<file path="src/rtl/sync_fifo_param_if.sv">
// Handshake and status bundle for sync_fifo_param; the FIFO takes the slave side and the
// producer/consumer takes the master side.
interface sync_fifo_param_if #(
  parameter int unsigned WIDTH = 8,
  parameter int unsigned DEPTH = 64
);
  localparam int unsigned CW = $clog2(DEPTH + 1);

  logic             flush;
  logic             clr_err;
  logic             wr;
  logic [WIDTH-1:0] data_in;
  logic             rd;
  logic [WIDTH-1:0] data_out;
  logic             rd_valid;
  logic             full;
  logic             empty;
  logic             almost_full;
  logic             almost_empty;
  logic [CW-1:0]    count;
  logic             overflow;
  logic             underflow;

  modport master (
    output flush, clr_err, wr, data_in, rd,
    input  data_out, rd_valid, full, empty, almost_full, almost_empty, count, overflow,
           underflow
  );

  modport slave (
    input  flush, clr_err, wr, data_in, rd,
    output data_out, rd_valid, full, empty, almost_full, almost_empty, count, overflow,
           underflow
  );
endinterface

</file>
<file path="src/rtl/sync_fifo_param.sv">
// Parametrised single-clock FIFO with registered or first-word-fall-through read, occupancy
// thresholds, flush and sticky overflow/underflow flags.
module sync_fifo_param #(
  parameter int unsigned WIDTH    = 8,
  parameter int unsigned DEPTH    = 64,
  parameter int unsigned FWFT     = 0,
  parameter int unsigned AF_LEVEL = 56,
  parameter int unsigned AE_LEVEL = 8,
  localparam int unsigned CW      = $clog2(DEPTH + 1)
) (
  input  logic             clk,
  input  logic             reset,
  sync_fifo_param_if.slave fifo_if
);
  localparam int unsigned AW = $clog2(DEPTH);

  logic [WIDTH-1:0] mem_q [DEPTH];
  logic [AW-1:0]    head_q, head_d;
  logic [AW-1:0]    tail_q, tail_d;
  logic [CW-1:0]    count_q, count_d;
  logic [WIDTH-1:0] data_q, data_d;
  logic             rd_valid_q, rd_valid_d;
  logic             ovf_q, ovf_d;
  logic             udf_q, udf_d;
  logic             empty, full, rd_ok, wr_ok;

  assign empty = (count_q == '0);
  assign full  = (count_q == CW'(DEPTH));
  // Flush swallows both requests; a write at full only lands alongside an accepted read.
  assign rd_ok = fifo_if.rd & ~empty & ~fifo_if.flush;
  assign wr_ok = fifo_if.wr & (~full | rd_ok) & ~fifo_if.flush;

  always_comb begin
    head_d     = head_q;
    tail_d     = tail_q;
    count_d    = count_q;
    data_d     = data_q;
    rd_valid_d = 1'b0;
    ovf_d      = (ovf_q & ~fifo_if.clr_err) | (fifo_if.wr & ~wr_ok & ~fifo_if.flush);
    udf_d      = (udf_q & ~fifo_if.clr_err) | (fifo_if.rd & ~rd_ok & ~fifo_if.flush);
    if (fifo_if.flush) begin
      head_d  = '0;
      tail_d  = '0;
      count_d = '0;
      data_d  = '0;
    end else begin
      if (wr_ok) head_d = head_q + 1'b1;
      if (rd_ok) begin
        tail_d     = tail_q + 1'b1;
        data_d     = mem_q[tail_q];
        rd_valid_d = 1'b1;
      end
      count_d = count_q + CW'(wr_ok) - CW'(rd_ok);
    end
  end

  always_ff @(posedge clk) begin
    if (reset) begin
      head_q     <= '0;
      tail_q     <= '0;
      count_q    <= '0;
      data_q     <= '0;
      rd_valid_q <= 1'b0;
      ovf_q      <= 1'b0;
      udf_q      <= 1'b0;
    end else begin
      head_q     <= head_d;
      tail_q     <= tail_d;
      count_q    <= count_d;
      data_q     <= data_d;
      rd_valid_q <= rd_valid_d;
      ovf_q      <= ovf_d;
      udf_q      <= udf_d;
    end
  end

  // Storage is deliberately not reset.
  always_ff @(posedge clk) begin
    if (wr_ok && !reset) mem_q[head_q] <= fifo_if.data_in;
  end

  assign fifo_if.data_out     = (FWFT != 0) ? (empty ? '0 : mem_q[tail_q]) : data_q;
  assign fifo_if.rd_valid     = (FWFT != 0) ? ~empty : rd_valid_q;
  assign fifo_if.full         = full;
  assign fifo_if.empty        = empty;
  assign fifo_if.almost_full  = (count_q >= CW'(AF_LEVEL));
  assign fifo_if.almost_empty = (count_q <= CW'(AE_LEVEL));
  assign fifo_if.count        = count_q;
  assign fifo_if.overflow     = ovf_q;
  assign fifo_if.underflow    = udf_q;
endmodule

</file>
<file path="src/flat_wrapper.sv">
// flat-port wrapper written by rule: the top's interface ports become plain ports
module sync_fifo_param_flat 
#(
  parameter int unsigned WIDTH    = 8,
  parameter int unsigned DEPTH    = 64,
  parameter int unsigned FWFT     = 0,
  parameter int unsigned AF_LEVEL = 56,
  parameter int unsigned AE_LEVEL = 8,
  localparam int unsigned CW      = $clog2(DEPTH + 1)
)
  (clk, reset, fifo_if_flush, fifo_if_clr_err, fifo_if_wr, fifo_if_data_in, fifo_if_rd, fifo_if_data_out, fifo_if_rd_valid, fifo_if_full, fifo_if_empty, fifo_if_almost_full, fifo_if_almost_empty, fifo_if_count, fifo_if_overflow, fifo_if_underflow);
  sync_fifo_param_if #(.WIDTH(WIDTH), .DEPTH(DEPTH)) fifo_if_i ();
  input  logic clk;
  input  logic reset;
  input wire logic [$bits(fifo_if_i.flush)-1:0] fifo_if_flush;
  input wire logic [$bits(fifo_if_i.clr_err)-1:0] fifo_if_clr_err;
  input wire logic [$bits(fifo_if_i.wr)-1:0] fifo_if_wr;
  input wire logic [$bits(fifo_if_i.data_in)-1:0] fifo_if_data_in;
  input wire logic [$bits(fifo_if_i.rd)-1:0] fifo_if_rd;
  output wire logic [$bits(fifo_if_i.data_out)-1:0] fifo_if_data_out;
  output wire logic [$bits(fifo_if_i.rd_valid)-1:0] fifo_if_rd_valid;
  output wire logic [$bits(fifo_if_i.full)-1:0] fifo_if_full;
  output wire logic [$bits(fifo_if_i.empty)-1:0] fifo_if_empty;
  output wire logic [$bits(fifo_if_i.almost_full)-1:0] fifo_if_almost_full;
  output wire logic [$bits(fifo_if_i.almost_empty)-1:0] fifo_if_almost_empty;
  output wire logic [$bits(fifo_if_i.count)-1:0] fifo_if_count;
  output wire logic [$bits(fifo_if_i.overflow)-1:0] fifo_if_overflow;
  output wire logic [$bits(fifo_if_i.underflow)-1:0] fifo_if_underflow;
  assign fifo_if_i.flush = fifo_if_flush;
  assign fifo_if_i.clr_err = fifo_if_clr_err;
  assign fifo_if_i.wr = fifo_if_wr;
  assign fifo_if_i.data_in = fifo_if_data_in;
  assign fifo_if_i.rd = fifo_if_rd;
  assign fifo_if_data_out = fifo_if_i.data_out;
  assign fifo_if_rd_valid = fifo_if_i.rd_valid;
  assign fifo_if_full = fifo_if_i.full;
  assign fifo_if_empty = fifo_if_i.empty;
  assign fifo_if_almost_full = fifo_if_i.almost_full;
  assign fifo_if_almost_empty = fifo_if_i.almost_empty;
  assign fifo_if_count = fifo_if_i.count;
  assign fifo_if_overflow = fifo_if_i.overflow;
  assign fifo_if_underflow = fifo_if_i.underflow;
  sync_fifo_param #(.WIDTH(WIDTH), .DEPTH(DEPTH), .FWFT(FWFT), .AF_LEVEL(AF_LEVEL), .AE_LEVEL(AE_LEVEL)) u_core (.clk(clk), .reset(reset), .fifo_if(fifo_if_i));
endmodule
</file>
<file path="config.mk">
export PLATFORM = sky130hd
export DESIGN_NAME = sync_fifo_param_flat
export DESIGN_NICKNAME = d
export VERILOG_FILES = /design/src/rtl/sync_fifo_param_if.sv /design/src/rtl/sync_fifo_param.sv /design/src/flat_wrapper.sv
export SDC_FILE = /design/constraint.sdc
export NUM_CORES = 1
export LEC_CHECK = 0
export ABC_CLOCK_PERIOD_IN_PS = 3590
export CAP_MARGIN = 30
export CORE_AREA = 2 2 189 191
export DETAILED_ROUTE_END_ITERATION = 16
export DIE_AREA = 0 0 191 193
export PLACE_DENSITY = 0.84
export SLEW_MARGIN = 15
export SYNTH_ARGS = -nofsm -noshare
export SYNTH_HDL_FRONTEND = slang
export SYNTH_SLANG_ARGS = --single-unit
</file>
<file path="constraint.sdc">
create_clock -name clk -period 3.59 [get_ports clk]
set_clock_uncertainty 0.05 [all_clocks]
set_input_delay 0.718 -clock clk [delete_from_list [all_inputs] [get_ports clk]]
set_output_delay 0.718 -clock clk [all_outputs]
set_load 0.02 [all_outputs]
</file>
==> metrics.md <==
| Metric | Value |
|---|---|
| Status | complete, no violations |
| Largest net degree at the start of global routing | 65 |
| H-Tree Depth | 2 |
| Post CTS Setup Buffer Count | 0 |
| Met2 Use GR | 46.4% |
| Final hold slack | 425 ps |
| Critical path arrival | ~2500 ps |
| Vias in the first global route | between 10,000 and 15,000 |
| GRT Total Usage | between 20% and 30% |
| ANT nets after route | 0 |
| Die area | 36,900 sq um |
| # setup viols final | 0 |
| Most Crowded Layer GR | met2 |
| DP HPWL | around 30,000 um |
| CTS sink cnt | approximately 540 |
| Fill cells | 2,019 |
| Initial antenna violation count | 1 |
| Initial drt markers | between 1,500 and 2,000 |
| Vias/cell | 6.64 |
| Synthesis-stage register bit count | between 500 and 600 |
| Final global-route overflow total | 0 |
| CTS Buffer Depth | 3 |
| Peak supply drop | 0.417 mV |
| DRC Markers | 0 |
| Period utilisation layout | roughly nine tenths |
| Simple-gate area share of the yosys netlist | around 4.0% |
| RSZ-0062 raised after global routing | false |
| CTS root buffer | clkbuf_16 |
| Die height | 193 um |
| CP Max Fanout | 4 |
| Vias | 11,800 |
| Synth cell types | 54 |
| Fmax | 306 MHz |
| Final-report hold violation count | 0 |
| Count of flip-flops with a built-in enable after synthesis | around 500 |
| Diode count | 0 |
| Synthesis Warnings | 0 |
| NumNets Final | 1,298 |
| Worst-Skew Late Latency | ~570 ps |
| TritonCTS Buffers | 51 |
| Wire per inst | around 28 um |
| Pwr/cell area | between 500 and 600 nW/um^2 |
| Setup TNS | 0 ps |
| I/O pin count | 36 |
| CP Launch Type | register |
| Cells after synthesis | 1,141 |
| WP data required | ~2800 ps |
| Post-Syn Area | roughly 21,000 sq um |
| Initial Util | between 60% and 70% |
| Layout cells sized above 1 | 23.1% |
| Layout area overhead | 14.3% |
| Seq/Total Area, Yosys | about three quarters |
| Worst setup EP type | primary output |
| Total wire length | 49,700 um |
| TritonCTS clock tree | done |
| Die width | about 190 um |
| Syn Area/Cell | between 15 and 20 sq um |
| Hold-fix buffers, CTS | 0 |
| Async S/R FF share, synth | 0% |
| Met3 GRT Util | 4.78% |
| Met1 usage | 37.4% |
| XOR/XNOR Fraction of Synth Area | less than 1% |
| Leak | between 0.007 and 0.008 uW |
| Post-synthesis mux area share | between 10% and 20% |
| Maxcap violations | 0 |
| Area share of fa/ha/maj cells after synthesis | under 10% |
| Std-Cell Rows | 69 |
| Port Buffers | 35 |
| Largest family of logic cells by synthesized area | multiplexers |
| Clk slew on worst S/H paths | ~60 ps |
| GP Congestion | roughly 0.85 |
| First-pass GRT wire length | between 70,000 and 80,000 um |
| Core ar. | between 30,000 and 40,000 sq um |
| Post-synth net total | ~1,200 |
| Post-synthesis compound-gate area fraction | approximately 4.5% |
| Slew margin rel. | a little over two fifths |
| Cts repair resizes | 0 |
| Critical path type | reg -> out |
| Post-layout min period | approximately 3300 ps |
| Pre-antenna DRT Iters | 6 |
| Worst Hold Class | reg -> reg |
| Slew Limit Fails | 0 |
| Slew @ Worst Pin | just under 900 ps |
| Top_reg_cell synth | edfxtp_1 |
-- through the flow --
stage	util, %	worst slack, ps	power (uW)	cells	instance area (sq um)
finish	69.7	325	13300	1770	24400
global route	69.7	30.6	13700	1770	24400
CTS	69.7	308	13300	1769	24400
detailed placement	64.9	281	8100	1674	22700
global placement	64.8	332	8070	1672	22700
floorplan	-	423	7720	1141	21300
-- critical path, stage by stage, from the launching register on --
cell and delay (ps):
dfxtp_1 330, inv_1 110, ha_1 170, nor4bb_2 460
and2_4 240, clkdlybuf4s50_1 610
-- cell usage in the layout, fill, tap and decap left out, drive strengths merged, types with 22 or more instances in the layout --
cell type,synthesis,layout
mux2,24,24
clkbuf,13,78
clkdlybuf4s50,0,27
dfxtp,30,30
a22oi,29,29
buf,46,105
o21ai,23,23
edfxtp,512,512
nor2,96,96
o22ai,22,22
a21oi,31,31
mux4,87,87
mux2i,59,59
nand2,28,28
-- final timing paths --
check                                               from                        to  slack (ps)  cells past startpoint
worst max-delay path             u_core.fifo_if.count[4]             fifo_if_empty         320                      5
worst max register to register   u_core.fifo_if.count[4]   u_core.fifo_if.count[6]         340                     15
worst min register to register  u_core.fifo_if.underflow  u_core.fifo_if.underflow         430                      2
worst min-delay path            u_core.fifo_if.underflow  u_core.fifo_if.underflow         430                      2
-- area by class of cell --
cell class | instances | area (sq um) | area share, %
well taps | 461 | 577 | 2.37
clock inverters | 17 | 174 | 0.713
inverters | 13 | 48.8 | 0.200
repair buffers | 132 | 1130 | 4.62
clock buffers | 78 | 1490 | 6.11
multi-input cells | 527 | 4970 | 20.4
flip-flops and latches | 542 | 16000 | 65.6
-- sequential cells by signal (all words and copies together) (netlist names) --
signal / cells
u_core.fifo_if.rd_valid: 1
u_core.fifo_if.count: 7
u_core.tail_q: 6
u_core.fifo_if.underflow: 1
u_core.head_q: 6
u_core.fifo_if.data_out: 8
u_core.fifo_if.overflow: 1
u_core.mem_q: 512
-- where the power goes --
part	internal [uW]	switching, uW	total (uW)
clock	3080	2260	5340
sequential	6940	35.1	6980
combinational	439	562	1000
-- routing by layer --
layer	wire length, um	part of all wire, %
met1	18200	37
met2	24600	50
met3	4940	9.9
met4	1980	4.0
met5	0	0
-- Yosys cell counts (all sizes together), types with 22 or more instances --
| cell | number | area [sq um] |
|---|---|---|
| edfxtp | 512 | 15400 |
| mux2i | 59 | 591 |
| nor2 | 96 | 360 |
| mux2 | 24 | 270 |
| nand2 | 28 | 105 |
| buf | 46 | 272 |
| a22oi | 29 | 218 |
| dfxtp | 30 | 601 |
| a21oi | 31 | 155 |
| o21ai | 23 | 115 |
| mux4 | 87 | 1960 |
| o22ai | 22 | 138 |
-- logic make-up (layout without fill, tap and decap cells) --
family | after synthesis | count (layout)
AOI/OAI and AO/OA | 146 | 146
buffers and inverters | 72 | 240
and+or+nand+nor | 180 | 180
xor gates and xnor gates | 14 | 14
adders and majority gates | 17 | 17
DFF | 542 | 542
muxes | 170 | 170
Note: power is estimated with default switching activity, not from simulation.
